### src/rtl/cpu_pkg.sv
// Shared register-file types for the write, decode and register-file stages.
// Latency: n/a (types, constants and a pure combinational helper).
// Backpressure: n/a.
package cpu_pkg;

  localparam int REG_N = 16;
  localparam int REG_W = 16;
  localparam int IDX_W = $clog2(REG_N);

  typedef logic [IDX_W-1:0] reg_idx_t;
  typedef logic [REG_W-1:0] reg_data_t;

  // Read-port source select. The result bus is the youngest value, then the
  // registered write-back, then the architectural array.
  function automatic reg_data_t read_sel(
    input reg_idx_t  sel,
    input logic      exe_en,
    input reg_idx_t  exe_dst,
    input reg_data_t exe_out,
    input logic      we,
    input reg_idx_t  dst,
    input reg_data_t out,
    input reg_data_t arr_val
  );
    if (exe_en && exe_dst == sel) return exe_out;
    if (we && dst == sel)         return out;
    return arr_val;
  endfunction

endpackage

### src/rtl/reg_file_if.sv
// Pipeline-facing bundle of the register file: write-back, result bus, issue, read ports.
// Latency: n/a (wires only).
// Backpressure: issue_rdy tells the issuer whether issue_dst can take another pending write.
// master = pipeline side (drives write-back/result/issue/selects), slave = reg_file.
interface reg_file_if;
  import cpu_pkg::*;

  logic      we;
  reg_idx_t  dst;
  reg_data_t out;
  logic      exe_en;
  reg_idx_t  exe_dst;
  reg_data_t exe_out;
  logic      issue_en;
  reg_idx_t  issue_dst;
  logic      issue_rdy;
  reg_idx_t  rd_a_sel;
  reg_idx_t  rd_b_sel;
  reg_data_t rd_a_data;
  reg_data_t rd_b_data;
  logic      rd_a_ok;
  logic      rd_b_ok;
  logic      sb_err;

  modport master (
    output we, dst, out, exe_en, exe_dst, exe_out, issue_en, issue_dst,
           rd_a_sel, rd_b_sel,
    input  issue_rdy, rd_a_data, rd_b_data, rd_a_ok, rd_b_ok, sb_err
  );

  modport slave (
    input  we, dst, out, exe_en, exe_dst, exe_out, issue_en, issue_dst,
           rd_a_sel, rd_b_sel,
    output issue_rdy, rd_a_data, rd_b_data, rd_a_ok, rd_b_ok, sb_err
  );

endinterface

### src/rtl/reg_scoreboard.sv
// Per-register pending-write counters driving the read-port ok flags and issue_rdy.
// Latency: counters update on the next edge; ok/issue_rdy are combinational from them.
// Backpressure: issue_rdy low when issue_dst is saturated; an issue then is dropped and flags sb_err.
// Ports: cpu_clk/cpu_rst, issue_en/issue_dst, exe_en/exe_dst, rd_a_sel/rd_b_sel in;
//        ok_a/ok_b, issue_rdy, sb_err (sticky) out.
module reg_scoreboard
  import cpu_pkg::*;
#(
  parameter int CNT_W = 2
) (
  input  logic     cpu_clk,
  input  logic     cpu_rst,
  input  logic     issue_en,
  input  reg_idx_t issue_dst,
  input  logic     exe_en,
  input  reg_idx_t exe_dst,
  input  reg_idx_t rd_a_sel,
  input  reg_idx_t rd_b_sel,
  output logic     ok_a,
  output logic     ok_b,
  output logic     issue_rdy,
  output logic     sb_err
);

  localparam logic [CNT_W-1:0] CNT_MAX = '1;
  localparam logic [CNT_W-1:0] CNT_ONE = CNT_W'(1);

  logic [CNT_W-1:0] cnt     [REG_N];
  logic [CNT_W-1:0] cnt_nxt [REG_N];
  logic             err_set;

  // An issue and a completion on the same register cancel out; otherwise
  // the two events touch different counters and are applied independently.
  always_comb begin
    cnt_nxt = cnt;
    err_set = 1'b0;
    if (!(issue_en && exe_en && issue_dst == exe_dst)) begin
      if (issue_en) begin
        if (cnt[issue_dst] == CNT_MAX) err_set = 1'b1;
        else                           cnt_nxt[issue_dst] = cnt[issue_dst] + 1'b1;
      end
      if (exe_en) begin
        if (cnt[exe_dst] == '0) err_set = 1'b1;
        else                    cnt_nxt[exe_dst] = cnt[exe_dst] - 1'b1;
      end
    end
  end

  always_ff @(posedge cpu_clk or negedge cpu_rst) begin
    if (!cpu_rst) begin
      for (int i = 0; i < REG_N; i++) cnt[i] <= '0;
      sb_err <= 1'b0;
    end else begin
      cnt    <= cnt_nxt;
      sb_err <= sb_err | err_set;
    end
  end

  // A single outstanding write completing right now is forwarded, so the
  // read is current; with two or more in flight an older result still lands later.
  assign ok_a = (cnt[rd_a_sel] == '0) ||
                (cnt[rd_a_sel] == CNT_ONE && exe_en && exe_dst == rd_a_sel);
  assign ok_b = (cnt[rd_b_sel] == '0) ||
                (cnt[rd_b_sel] == CNT_ONE && exe_en && exe_dst == rd_b_sel);

  assign issue_rdy = (cnt[issue_dst] != CNT_MAX);

endmodule

### src/rtl/reg_file.sv
// Architectural register array with two forwarding read ports and an issue scoreboard.
// Latency: reads 0 cycles (combinational, forwarded); writes land in the array on the next edge.
// Backpressure: issue_rdy from the scoreboard; the write-back and result bus are never stalled.
// Ports: cpu_clk, cpu_rst (async active-low), bus (reg_file_if.slave).
module reg_file
  import cpu_pkg::*;
#(
  parameter int CNT_W = 2
) (
  input  logic       cpu_clk,
  input  logic       cpu_rst,
  reg_file_if.slave  bus
);

  reg_data_t regs [REG_N];

  always_ff @(posedge cpu_clk or negedge cpu_rst) begin
    if (!cpu_rst) begin
      for (int i = 0; i < REG_N; i++) regs[i] <= '0;
    end else if (bus.we) begin
      regs[bus.dst] <= bus.out;
    end
  end

  assign bus.rd_a_data = read_sel(bus.rd_a_sel, bus.exe_en, bus.exe_dst, bus.exe_out,
                                  bus.we, bus.dst, bus.out, regs[bus.rd_a_sel]);
  assign bus.rd_b_data = read_sel(bus.rd_b_sel, bus.exe_en, bus.exe_dst, bus.exe_out,
                                  bus.we, bus.dst, bus.out, regs[bus.rd_b_sel]);

  reg_scoreboard #(
    .CNT_W (CNT_W)
  ) u_sb (
    .cpu_clk   (cpu_clk),
    .cpu_rst   (cpu_rst),
    .issue_en  (bus.issue_en),
    .issue_dst (bus.issue_dst),
    .exe_en    (bus.exe_en),
    .exe_dst   (bus.exe_dst),
    .rd_a_sel  (bus.rd_a_sel),
    .rd_b_sel  (bus.rd_b_sel),
    .ok_a      (bus.rd_a_ok),
    .ok_b      (bus.rd_b_ok),
    .issue_rdy (bus.issue_rdy),
    .sb_err    (bus.sb_err)
  );

endmodule

### src/flat_wrapper.sv
// flat-port wrapper written by rule: the top's interface ports become plain ports
module reg_file_flat import cpu_pkg::*;
#(
  parameter int CNT_W = 2
)
  (cpu_clk, cpu_rst, bus_we, bus_dst, bus_out, bus_exe_en, bus_exe_dst, bus_exe_out, bus_issue_en, bus_issue_dst, bus_rd_a_sel, bus_rd_b_sel, bus_issue_rdy, bus_rd_a_data, bus_rd_b_data, bus_rd_a_ok, bus_rd_b_ok, bus_sb_err);
  reg_file_if bus_i ();
  input  logic cpu_clk;
  input  logic cpu_rst;
  input wire logic [$bits(bus_i.we)-1:0] bus_we;
  input wire logic [$bits(bus_i.dst)-1:0] bus_dst;
  input wire logic [$bits(bus_i.out)-1:0] bus_out;
  input wire logic [$bits(bus_i.exe_en)-1:0] bus_exe_en;
  input wire logic [$bits(bus_i.exe_dst)-1:0] bus_exe_dst;
  input wire logic [$bits(bus_i.exe_out)-1:0] bus_exe_out;
  input wire logic [$bits(bus_i.issue_en)-1:0] bus_issue_en;
  input wire logic [$bits(bus_i.issue_dst)-1:0] bus_issue_dst;
  input wire logic [$bits(bus_i.rd_a_sel)-1:0] bus_rd_a_sel;
  input wire logic [$bits(bus_i.rd_b_sel)-1:0] bus_rd_b_sel;
  output wire logic [$bits(bus_i.issue_rdy)-1:0] bus_issue_rdy;
  output wire logic [$bits(bus_i.rd_a_data)-1:0] bus_rd_a_data;
  output wire logic [$bits(bus_i.rd_b_data)-1:0] bus_rd_b_data;
  output wire logic [$bits(bus_i.rd_a_ok)-1:0] bus_rd_a_ok;
  output wire logic [$bits(bus_i.rd_b_ok)-1:0] bus_rd_b_ok;
  output wire logic [$bits(bus_i.sb_err)-1:0] bus_sb_err;
  assign bus_i.we = bus_we;
  assign bus_i.dst = bus_dst;
  assign bus_i.out = bus_out;
  assign bus_i.exe_en = bus_exe_en;
  assign bus_i.exe_dst = bus_exe_dst;
  assign bus_i.exe_out = bus_exe_out;
  assign bus_i.issue_en = bus_issue_en;
  assign bus_i.issue_dst = bus_issue_dst;
  assign bus_i.rd_a_sel = bus_rd_a_sel;
  assign bus_i.rd_b_sel = bus_rd_b_sel;
  assign bus_issue_rdy = bus_i.issue_rdy;
  assign bus_rd_a_data = bus_i.rd_a_data;
  assign bus_rd_b_data = bus_i.rd_b_data;
  assign bus_rd_a_ok = bus_i.rd_a_ok;
  assign bus_rd_b_ok = bus_i.rd_b_ok;
  assign bus_sb_err = bus_i.sb_err;
  reg_file #(.CNT_W(CNT_W)) u_core (.cpu_clk(cpu_clk), .cpu_rst(cpu_rst), .bus(bus_i));
endmodule
### config.mk
export PLATFORM = sky130hd
export DESIGN_NAME = reg_file_flat
export DESIGN_NICKNAME = d
export VERILOG_FILES = /design/src/rtl/cpu_pkg.sv /design/src/rtl/reg_file_if.sv /design/src/rtl/reg_scoreboard.sv /design/src/rtl/reg_file.sv /design/src/flat_wrapper.sv
export SDC_FILE = /design/constraint.sdc
export NUM_CORES = 1
export LEC_CHECK = 0
export BUFFER_PORTS_ARGS = -buffer_cell sky130_fd_sc_hd__buf_2
export CORE_UTILIZATION = 60
export DETAILED_ROUTE_END_ITERATION = 6
export PLACE_DENSITY = 0.78
export SLEW_MARGIN = 30
export SYNTH_ARGS = -nofsm -noshare
export SYNTH_HDL_FRONTEND = slang
export SYNTH_HIERARCHICAL = 1
export SYNTH_SLANG_ARGS = --single-unit
export TNS_END_PERCENT = 50
### constraint.sdc
create_clock -name cpu_clk -period 3.1 [get_ports cpu_clk]
set_input_delay 0.62 -clock cpu_clk [delete_from_list [all_inputs] [get_ports cpu_clk]]
set_output_delay 0.62 -clock cpu_clk [all_outputs]
set_load 0.01 [all_outputs]
# == Yosys cells after proc, flatten, opt, wreduce, memory -nomap -nowiden ==
# Index checks and enable logic that the tools add are counted.
# classes
n_addsub,2
order_cmp,8
n_eq_ne,9
n_mux,51
bitwise_logic,6
n_reduce_logical,18
# op_table
operator,n
bitwise mux 256 bit,1
two-way mux 16 bit,13
two-way mux 32 bit,5
binary-select mux 16 bit (select 4 bit),2
bitwise mux 32 bit,2
demux 16 bit (select 4 bit),1
binary-select mux 2 bit (select 4 bit),4
"greater-or-equal comparator 5 bit, second input constant",5
inverter 4 -> 5 bit,5
== test 4 bit,5
two-way mux 2 bit,10
demux 2 bit (select 4 bit),2
"less-than comparator 5 x 1 -> 1 bit, second input constant",3
logical AND 1 bit,13
two-way mux 1 bit,11
zero test 2 bit,3
"== test 2 x 1 -> 1 bit, second input constant",2
"adder 2 x 1 -> 2 bit, second input constant",1
"== test 2 bit, second input constant",1
logical OR 1 bit,2
"inequality test 2 bit, second input constant",1
"subtractor 2 x 1 -> 2 bit, second input constant",1
OR 1 bit,1
# word_totals
reg_bits,289
out_inout_bits,36
wordCells,127

# == Depth between registers and ports, before layout ==
# Gate-level depths: netlist of run 1.
# depth
depth_word,12
mapped_depth,14
depth_no_buf,11

# == Modules after synthesis ==
# The synthesis of run 1 kept the hierarchy.
# by_module_without_submodules
mod,n_inst,cells_each,area_per_inst_um2,seq_area_each_um2
reg_file,1,1028,14521.4,6406.1
reg_scoreboard,1,342,3353.2,825.8

# == Worst setup path before layout of run 1 ==
# OpenSTA, ideal clock, no wires.
# synth_timing
path_kind,input-to-reg
from,input port bus_issue_dst[1]
to,register u_core/u_sb/cnt[24] (netlist bit)
setup_time_ps,121
arrival_ps,3099
path_slack_ps,-120
stages,10
path_buffers,2
cell_sequence,buf_2 buf_1 mux4_2 mux4_2 ha_1 nand2b_1 nor3_1 and4_1 mux2i_1 o22a_1
# synth_between
elab_chain_cells,12
elab_cells_between_ends,20
classes_between,add/sub (1); order compare (2); eq/ne (2); mux (12); bitwise (1); reduce/logical (2)
# synth_rtl
element,line,source
from (decl),flat_wrapper.sv:17,input wire logic [$bits(bus_i.issue_dst)-1:0] bus_issue_dst;
inverter 4 -> 5 bit (implied by the code),"reg_scoreboard.sv:39, reg_scoreboard.sv:40",
binary-select mux 2 bit (select 4 bit) (tied with other cells),"reg_scoreboard.sv:39, reg_scoreboard.sv:40",
two-way mux 2 bit (implied by the code) / logical AND 1 bit (equally long branches),"reg_scoreboard.sv:39, reg_scoreboard.sv:40",
"two-way mux 2 bit, on equally long branches","reg_scoreboard.sv:39, reg_scoreboard.sv:40",
adder 2 x 1 -> 2 bit / demux 2 bit (select 4 bit) (equally long branches),reg_scoreboard.sv:40,else cnt_nxt[issue_dst] = cnt[issue_dst] + 1'b1;
bitwise mux 32 bit,reg_scoreboard.sv:40,
two-way mux 32 bit,reg_scoreboard.sv:39,if (cnt[issue_dst] == CNT_MAX) err_set = 1'b1;
two-way mux 32 bit,reg_scoreboard.sv:38,if (issue_en) begin
two-way mux 32 bit,reg_scoreboard.sv:37,if (!(issue_en && exe_en && issue_dst == exe_dst)) begin
bitwise mux 32 bit,reg_scoreboard.sv:44,else cnt_nxt[exe_dst] = cnt[exe_dst] - 1'b1;
two-way mux 32 bit,reg_scoreboard.sv:43,if (cnt[exe_dst] == '0) err_set = 1'b1;
two-way mux 32 bit,reg_scoreboard.sv:42,if (exe_en) begin
to (signal assigned),reg_scoreboard.sv:54,cnt <= cnt_nxt;
to (decl),reg_scoreboard.sv:28,logic [CNT_W-1:0] cnt [REG_N];
# Parallel ways exist; a longest one is shown, timed or not. The select of a mux whose other input is x is not followed.
# A chain may end at the register's enable or synchronous reset.

# == Final worst setup path of run 1 ==
# layout_timing
from,input port bus_rd_a_sel[0]
to,output port bus_rd_a_data[11]
# layout_between
elab_chain_cells,6
elab_cells_between_ends,14
classes_between,eq/ne (2); mux (9); bitwise (1); reduce/logical (2)
# layout_rtl
element,line,source
from (decl),flat_wrapper.sv:18,input wire logic [$bits(bus_i.rd_a_sel)-1:0] bus_rd_a_sel;
inverter 4 -> 5 bit (implied by the code) / == test 4 bit (equally long branches),"reg_file.sv:26, cpu_pkg.sv:26",
binary-select mux 16 bit (select 4 bit) / logical AND 1 bit (equally long branches),"reg_file.sv:26, cpu_pkg.sv:26",
two-way mux 16 bit (implied by the code) / two-way mux 1 bit (equally long branches) (2 in a row),"reg_file.sv:26, cpu_pkg.sv:26",
two-way mux 16 bit,cpu_pkg.sv:27,return arr_val;
two-way mux 16 bit *,cpu_pkg.sv:26,if (we && dst == sel) return out;
to (decl),flat_wrapper.sv:21,output wire logic [$bits(bus_i.rd_a_data)-1:0] bus_rd_a_data;
# Every way passes the cells marked *; elsewhere a longest branch is shown, timed or not. The select of a mux whose other input is x is not followed.

==> metrics.md, run 1 <==
| Metric | Value |
|---|---|
| Clock Path Buffers | `3` |
| Cell Count Post-Placement | `1,846` |
| Fill cells | `1,929` |
| Crit Reg-Reg Startpoint | `u_core/u_sb/cnt[30]$_DFFE_PN0N_` |
| ANT cells | `0` |
| Commonest non-fill, non-tap cell in the layout | `mux2_2` |
| First-pass GRT wire length | `82,300 um` |
| Post-synthesis cell type count | `61` |
| Post-synth EDFFs | `0` |
| Tmin final | `3.12 ns` |
| Overall routing resource usage | `0.356` |
| Worst hold path class | `in -> async` |
| Via-to-Cell Ratio | `7.16` |
| Max-slew violations | `0` |
| Power Total | `14.3 mW` |
| Clock latency on the worst-skew pair | `0.51 ns` |
| Final setup violating endpoints | `1` |
| Final Cell Area | `20,700 um^2` |
| Die Wd | `between 150 and 200 um` |
| Largest net degree at the start of global routing | `83` |
| Share of cells above drive strength 1 | `0.492` |
| Vias in the first global route | `14,000` |
| Fmax | `0.320 GHz` |
| Violated checks | `setup timing` |
| CTS tree | `built` |
| Nets | `roughly 1,600` |
| Die ar. | `30,500 um^2` |
| Sequential area share after synthesis | `0.405` |
| Setup crit end | `bus_rd_a_data[11]` |
| Core area | `29,000 um^2` |
| Vias | `about 14,000` |
| Routed Antenna Nets | `0` |
| Final Wtd Congestion | `1.04` |
| Pwr dens | `689 nW/um^2` |
| Crit path kind | `in -> out` |
| Cell count after synthesis | `around 1,400` |
| Primary FF master, synth | `dfrtp_1` |
| Starting density of the core | `0.616` |
| Non-Filler Instances | `1,909` |
| Syn avg cell area | `~13 um^2` |
| Placed Area | `19,500 um^2` |
| FF+latch area | `7230 um^2` |
| Final WL | `53,200 um` |
| Maximum vdd drop | `0.420 mV` |
| Async SR Flop Fraction | `1.00` |
| Max-Cap Viols | `0` |
| Multi-input combinational cell area | `~10000 um^2` |
| Pleak | `8.84 nW` |
| Post-synthesis register bit count | `289` |
| Area Growth Syn to Fin | `15.9%` |
| RSZ-0062 raised after global routing | `false` |
| Worst hold slack | `0.0815 ns` |
| Placement Setup Slack | `-0.187 ns` |
| Max_slew headroom | `0.416` |
| DR WL/cell | `approximately 28 um` |
| Status | `finished with violations` |
| Row cnt | `62` |
| Detailed Place HPWL | `35,500 um` |
| R2r setup slk | `0.21 ns` |
| DIE HEIGHT | `about 170 um` |
| I/O Buffers | `92` |
| Final period util | `1.01` |
| CP Launch Type | `input pin` |
| H-tree depth | `2` |
| DRC | `0` |
| Clk sinks | `289` |
| Iter 0 DRT Violations | `between 1,500 and 2,000` |
| Global route overflow | `0` |
| Clock Skew | `between 0.007 and 0.008 ns` |
| Syn nets | `1,430` |
| Crit. End Element | `output port` |
| Reg2Reg Depth | `11` |
| Worst-path clk slew | `0.06 ns` |
| Fin worst setup slack | `-0.0219 ns` |
| Ports | `93` |
| Least-Margin Pin Slew | `0.874 ns` |
| Crit. Startpoint | `bus_rd_a_sel[0]` |
| CTS root buffer | `clkbuf_16` |
| RR Endpoint | `u_core/u_sb/cnt[9]$_DFFE_PN0N_` |
| Critical Path RT | `2.48 ns` |
| Crit-path max FO | `7` |
| CP arrival | `approximately 2.5 ns` |
| First-pass DRT Iterations | `5` |
| Mapped Area | `17,900 um^2` |
| CTS buffer count | `34` |
| Yosys warns | `6` |
| Most frequent cells in the layout | `mux2_2 (293), dfrtp_1 (289), mux4_2 (121), buf_4 (110), buf_2 (87)` |
| Hold Vio Cnt, Final | `0` |
| Antenna violations before repair | `0` |
==> cells by family after synthesis <==
kind of cell | Yosys count | share of synthesized area
muxes | 498 | 0.394
DFF | 289 | 0.405
and+or+nand+nor | 224 | 0.0675
AOI/OAI and AO/OA | 186 | 0.0773
buffers and inverters | 142 | 0.0411
xor gates and xnor gates | 28 | 0.0137
adders and majority gates | 3 | 0.00210
==> Yosys cell counts, types with 4 or more instances <==
| library cell | n | area, um^2 |
|---|---|---|
| a21oi_1 | 14 | 70.1 |
| a221oi_1 | 32 | 280 |
| a22o_1 | 6 | 52.6 |
| a22oi_1 | 6 | 45.0 |
| a31oi_1 | 4 | 25.0 |
| and2_1 | 8 | 50.1 |
| and3_1 | 7 | 43.8 |
| buf_2 | 62 | 310 |
| buf_4 | 10 | 75.1 |
| buf_6 | 7 | 78.8 |
| clkbuf_1 | 49 | 184 |
| dfrtp_1 | 289 | 7230 |
| inv_1 | 8 | 30.0 |
| mux2_2 | 293 | 3300 |
| mux2i_1 | 74 | 741 |
| mux4_1 | 12 | 315 |
| mux4_2 | 119 | 2680 |
| nand2_1 | 71 | 267 |
| nand2b_1 | 8 | 50.1 |
| nand3_1 | 18 | 90.1 |
| nand4_1 | 42 | 263 |
| nor2_1 | 25 | 93.8 |
| nor2b_1 | 11 | 68.8 |
| nor3_1 | 9 | 45.0 |
| nor3_2 | 7 | 70.1 |
| o21ai_0 | 65 | 325 |
| o221a_2 | 30 | 338 |
| o22a_1 | 7 | 61.3 |
| xnor2_1 | 7 | 61.3 |
| xor2_1 | 21 | 184 |
==> worst min-delay path by stage <==
| stage | startpoint | endpoint | slack, ns | depth (start not counted) |
|---|---|---|---|---|
| floorplan | cpu_rst | u_core/regs[0]$_DFFE_PN0P_ | 0.32 | 0 |
| global placement | u_core/u_sb/sb_err$_DFF_PN0_ | u_core/u_sb/sb_err$_DFF_PN0_ | 0.46 | 1 |
| detailed placement | u_core/u_sb/sb_err$_DFF_PN0_ | u_core/u_sb/sb_err$_DFF_PN0_ | 0.47 | 1 |
| CTS | cpu_rst | u_core/regs[147]$_DFFE_PN0P_ | 0.11 | 1 |
| global route | cpu_rst | u_core/regs[147]$_DFFE_PN0P_ | 0.13 | 1 |
| finish | cpu_rst | u_core/regs[147]$_DFFE_PN0P_ | 0.08 | 1 |
==> sequential cells by signal, indices dropped and copies added (netlist names) <==
signal	cells
u_core/regs	256
u_core/u_sb/cnt	32
u_core/u_sb/sb_err	1
==> cell type report <==
cell class	instances	share of cell area
multi-input cells	939	0.481
flip-flops and latches	289	0.349
repair buffers	226	0.0874
clock buffers	44	0.0453
well taps	384	0.0232
clock inverters	18	0.0127
inverters	9	0.00163
==> power breakdown <==
| group | switching (mW) | internal [mW] | total [mW] |
|---|---|---|---|
| combinational | 1.72 | 2.46 | 4.18 |
| clock | 1.64 | 2.66 | 4.30 |
| sequential | 1.03 | 4.76 | 5.79 |
| total | 4.40 | 9.88 | 14.3 |
==> stage by stage <==
stage                      util  TNS [ns]
after detailed placement  0.672     -2.37
after CTS                 0.714         0
after global routing      0.714         0
final                     0.714   -0.0219
after floorplan               -   -0.0664
after global placement    0.672     -1.10
==> repair_timing <==
action | CTS | global route
pin swaps | 1 | 2
setup endpoints to repair | 1 | 11
resized for setup | 1 | 6
buffers inserted | 0 | 1
hold buffers | 0 | 0
hold endpoints to repair | 0 | 0
==> routing by layer <==
metal / GRT usage / share of wire / up-vias
met5: 0 / 0 / -
met3: 0.0664 / 0.089 / 174
li1: - / - / 5604
met4: 0.159 / 0.042 / 0
met1: 0.486 / 0.39 / 7059
met2: 0.559 / 0.48 / 831
==> critical path, cell delays in order <==
cell,delay [ns]
buf_2,0.18
nor2b_1,0.73
buf_4,0.27
a221oi_1,0.09
o21ai_0,0.10
nand4_1,0.20
o221a_2,0.18
buf_2,0.13
(Power assumes the default switching activity.)
==> run 2, diff against run 1 <==
==> constraint.sdc (replaced) <==
create_clock -name cpu_clk -period 3.1 [get_ports cpu_clk]
set_input_delay 0.31 -clock cpu_clk [delete_from_list [all_inputs] [get_ports cpu_clk]]
set_output_delay 0.31 -clock cpu_clk [all_outputs]
set_load 0.01 [all_outputs]
==> run 2 against run 1 <==
The run now ends clean. Critical endpoint is now u_core/u_sb/cnt[0]$_DFFE_PN0N_. Maximum frequency grew 8.3%. Cell count shrank 2.0%. Register-to-register slack is essentially flat. Combinational power shrank 2%. Clock power shrank 10%. Count of clock-buffer cells in the layout grew 4. Power shrank 4.0%. Sequential share of layout area grew 0.87 points. Largest power group unchanged.
==> metrics.md, run 2 (synthesis results as in run 1) <==
| Metric | Value |
|---|---|
| CTS tree | `built` |
| H-tree depth | `2` |
| Iter 0 DRT Violations | `1,440` |
| Critical Path RT | `3.49 ns` |
| Antenna violations before repair | `2` |
| Final Cell Area | `20,200 um^2` |
| Largest regs | `u_core/regs x256, u_core/u_sb/cnt x32, u_core/u_sb/sb_err x1` |
| Clock Path Buffers | `3` |
| Postcts setup bufs | `0` |
| Routed Antenna Nets | `0` |
| Via-to-Cell Ratio | `7.13` |
| Most frequent cells in the layout | `mux2_2 (293), dfrtp_1 (289), mux4_2 (119), buf_4 (88), buf_2 (87)` |
| Max-Cap Viols | `0` |
| Fmax | `0.347 GHz` |
| Largest delay share family, worst path | `multiplexers` |
| DR WL/cell | `approximately 29 um` |
| Ports | `93` |
| Final WL | `54,300 um` |
| Row cnt | `a little over 60` |
| Crit. End Element | `flop` |
| Pleak | `~8.6 nW` |
| I/O Buffers | `92` |
| Vias | `13,300` |
| Most repeated library cell on the critical path | `mux4_2` |
| Tmin final | `between 2 and 3 ns` |
| Pwr dens | `between 600 and 700 nW/um^2` |
| Die Wd | `175 um` |
| CTS buffer count | `34` |
| Area Growth Syn to Fin | `13.1%` |
| Maximum vdd drop | `0.494 mV` |
| Slowest cell on crit path | `dfrtp_1` |
| Clk sinks | `289` |
| Starting density of the core | `0.616` |
| Biggest register | `u_core/regs` |
| Hold Vio Cnt, Final | `0` |
| Worst-path clk slew | `roughly 0.050 ns` |
| Max incr delay on CP | `a little under 0.5 ns` |
| Die ar. | `30,500 um^2` |
| DIE HEIGHT | `175 um` |
| Clock Skew | `0.0153 ns` |
| Crit path kind | `reg -> reg` |
| Max reg flops | `~260` |
| CTS root buffer | `clkbuf_16` |
| Max_slew headroom | `0.416` |
| Final Wtd Congestion | `1.00` |
| RSZ-0062 raised after global routing | `false` |
| Buf+Inv Stages, Crit Path | `1` |
| First-pass GRT wire length | `82,900 um` |
| Nets | `between 1,500 and 2,000` |
| Global route overflow | `0` |
| Final TNS setup | `0 ns` |
| DRC | `0` |
| Crit-path max FO | `5` |
| Clock latency on the worst-skew pair | `0.52 ns` |
| Commonest non-fill, non-tap cell in the layout | `mux2_2` |
| Largest net degree at the start of global routing | `108` |
| Share of cells above drive strength 1 | `0.476` |
| Detailed Place HPWL | `~35,000 um` |
| Least-Margin Pin Slew | `a little under 0.9 ns` |
| Placed Area | `19,100 um^2` |
| Vias in the first global route | `between 10,000 and 15,000` |
| Final period util | `0.930` |
| First-pass DRT Iterations | `6` |
| Status | `completed` |
| Worst hold path class | `in -> reg` |
| Core area | `29,000 um^2` |
| Fill cells | `2,072` |
| Max-slew violations | `0` |
| Final setup violating endpoints | `0` |
| Critical path, cell by cell | `mux4_2, mux4_2, inv_1, ha_1, and4b_1, and3_1, a31oi_1, nor2_1, a2bb2oi_1` |
| Overall routing resource usage | `0.363` |
| CP Launch Type | `flop` |
| CP arrival | `3.28 ns` |
## run 2: cell types whose count changed in the layout (fill, tap and decap cells not counted), sizes merged
cell	delta
clkbuf	+4
bufinv	-5
dlygate4sd3	+1
buf	-34
clkinv	-4
diode	+1
inv	-1
## run 2: metal layers
metal  track usage  up-vias  wire, um
li1              -     5541         -
met1         0.487     6908     21500
met2         0.593      735     26200
met3        0.0685      154      4590
met4         0.132        2      2020
met5             0        -        13
## run 2: timing repair
item	CTS	global route
endpoints found under the setup margin	0	0
resized for setup	0	0
hold buffers	1	0
endpoints found under the hold margin	102	0
## run 2: worst paths after layout
check,from,end,slack (ns),cells after the start
worst max register to register,u_core/u_sb/cnt[11]$_DFFE_PN0N_,u_core/u_sb/cnt[0]$_DFFE_PN0N_,0.22,9
worst max-delay path,u_core/u_sb/cnt[11]$_DFFE_PN0N_,u_core/u_sb/cnt[0]$_DFFE_PN0N_,0.22,9
worst min register to register,u_core/u_sb/sb_err$_DFF_PN0_,u_core/u_sb/sb_err$_DFF_PN0_,0.48,1
min in group asynchronous,cpu_rst,u_core/regs[131]$_DFFE_PN0P_,0.45,2
max in group asynchronous,cpu_rst,u_core/regs[133]$_DFFE_PN0P_,1.78,3
worst min-delay path,bus_issue_en,u_core/u_sb/sb_err$_DFF_PN0_,0.25,3
## run 2: worst register-to-register path, cell delays in order (launching register included)
cell and delay, ns:
dfrtp_1 0.49, mux4_2 0.49, mux4_2 0.48, inv_1 0.08, ha_1 0.22, and4b_1 0.27, and3_1 0.26, a31oi_1 0.24
nor2_1 0.10, a2bb2oi_1 0.14
## run 2: cell type report
class / count / area, um^2 / share of cell area
repair buffers: 193 / 1440 / 0.0713
diodes: 1 / 2.50 / 0.000124
multi-input cells: 939 / 9970 / 0.493
clock buffers: 48 / 973 / 0.0481
clock inverters: 8 / 87.6 / 0.00433
inverters: 9 / 33.8 / 0.00167
flip-flops and latches: 289 / 7230 / 0.358
well taps: 384 / 480 / 0.0238
## run 2: per-stage QoR
stage	power (mW)	cells	hold WS, ns	util	setup slack [ns]
6_report	13.7	1871	0.245	0.697	0.216
5_1_grt	14.3	1870	0.289	0.697	0.0406
2_1_floorplan	8.31	1370	0.0144	-	0.190
3_3_place_gp	9.61	1813	0.446	0.660	0.0896
3_5_place_dp	9.78	1813	0.452	0.660	0.0544
4_1_cts	13.7	1870	0.214	0.697	0.262
## run 2: report_power, final
group,internal (mW),leakage [nW],switching (mW)
Clock,2.27,0.524,1.58
Sequential,4.76,3.52,0.995
Combinational,2.38,4.52,1.73
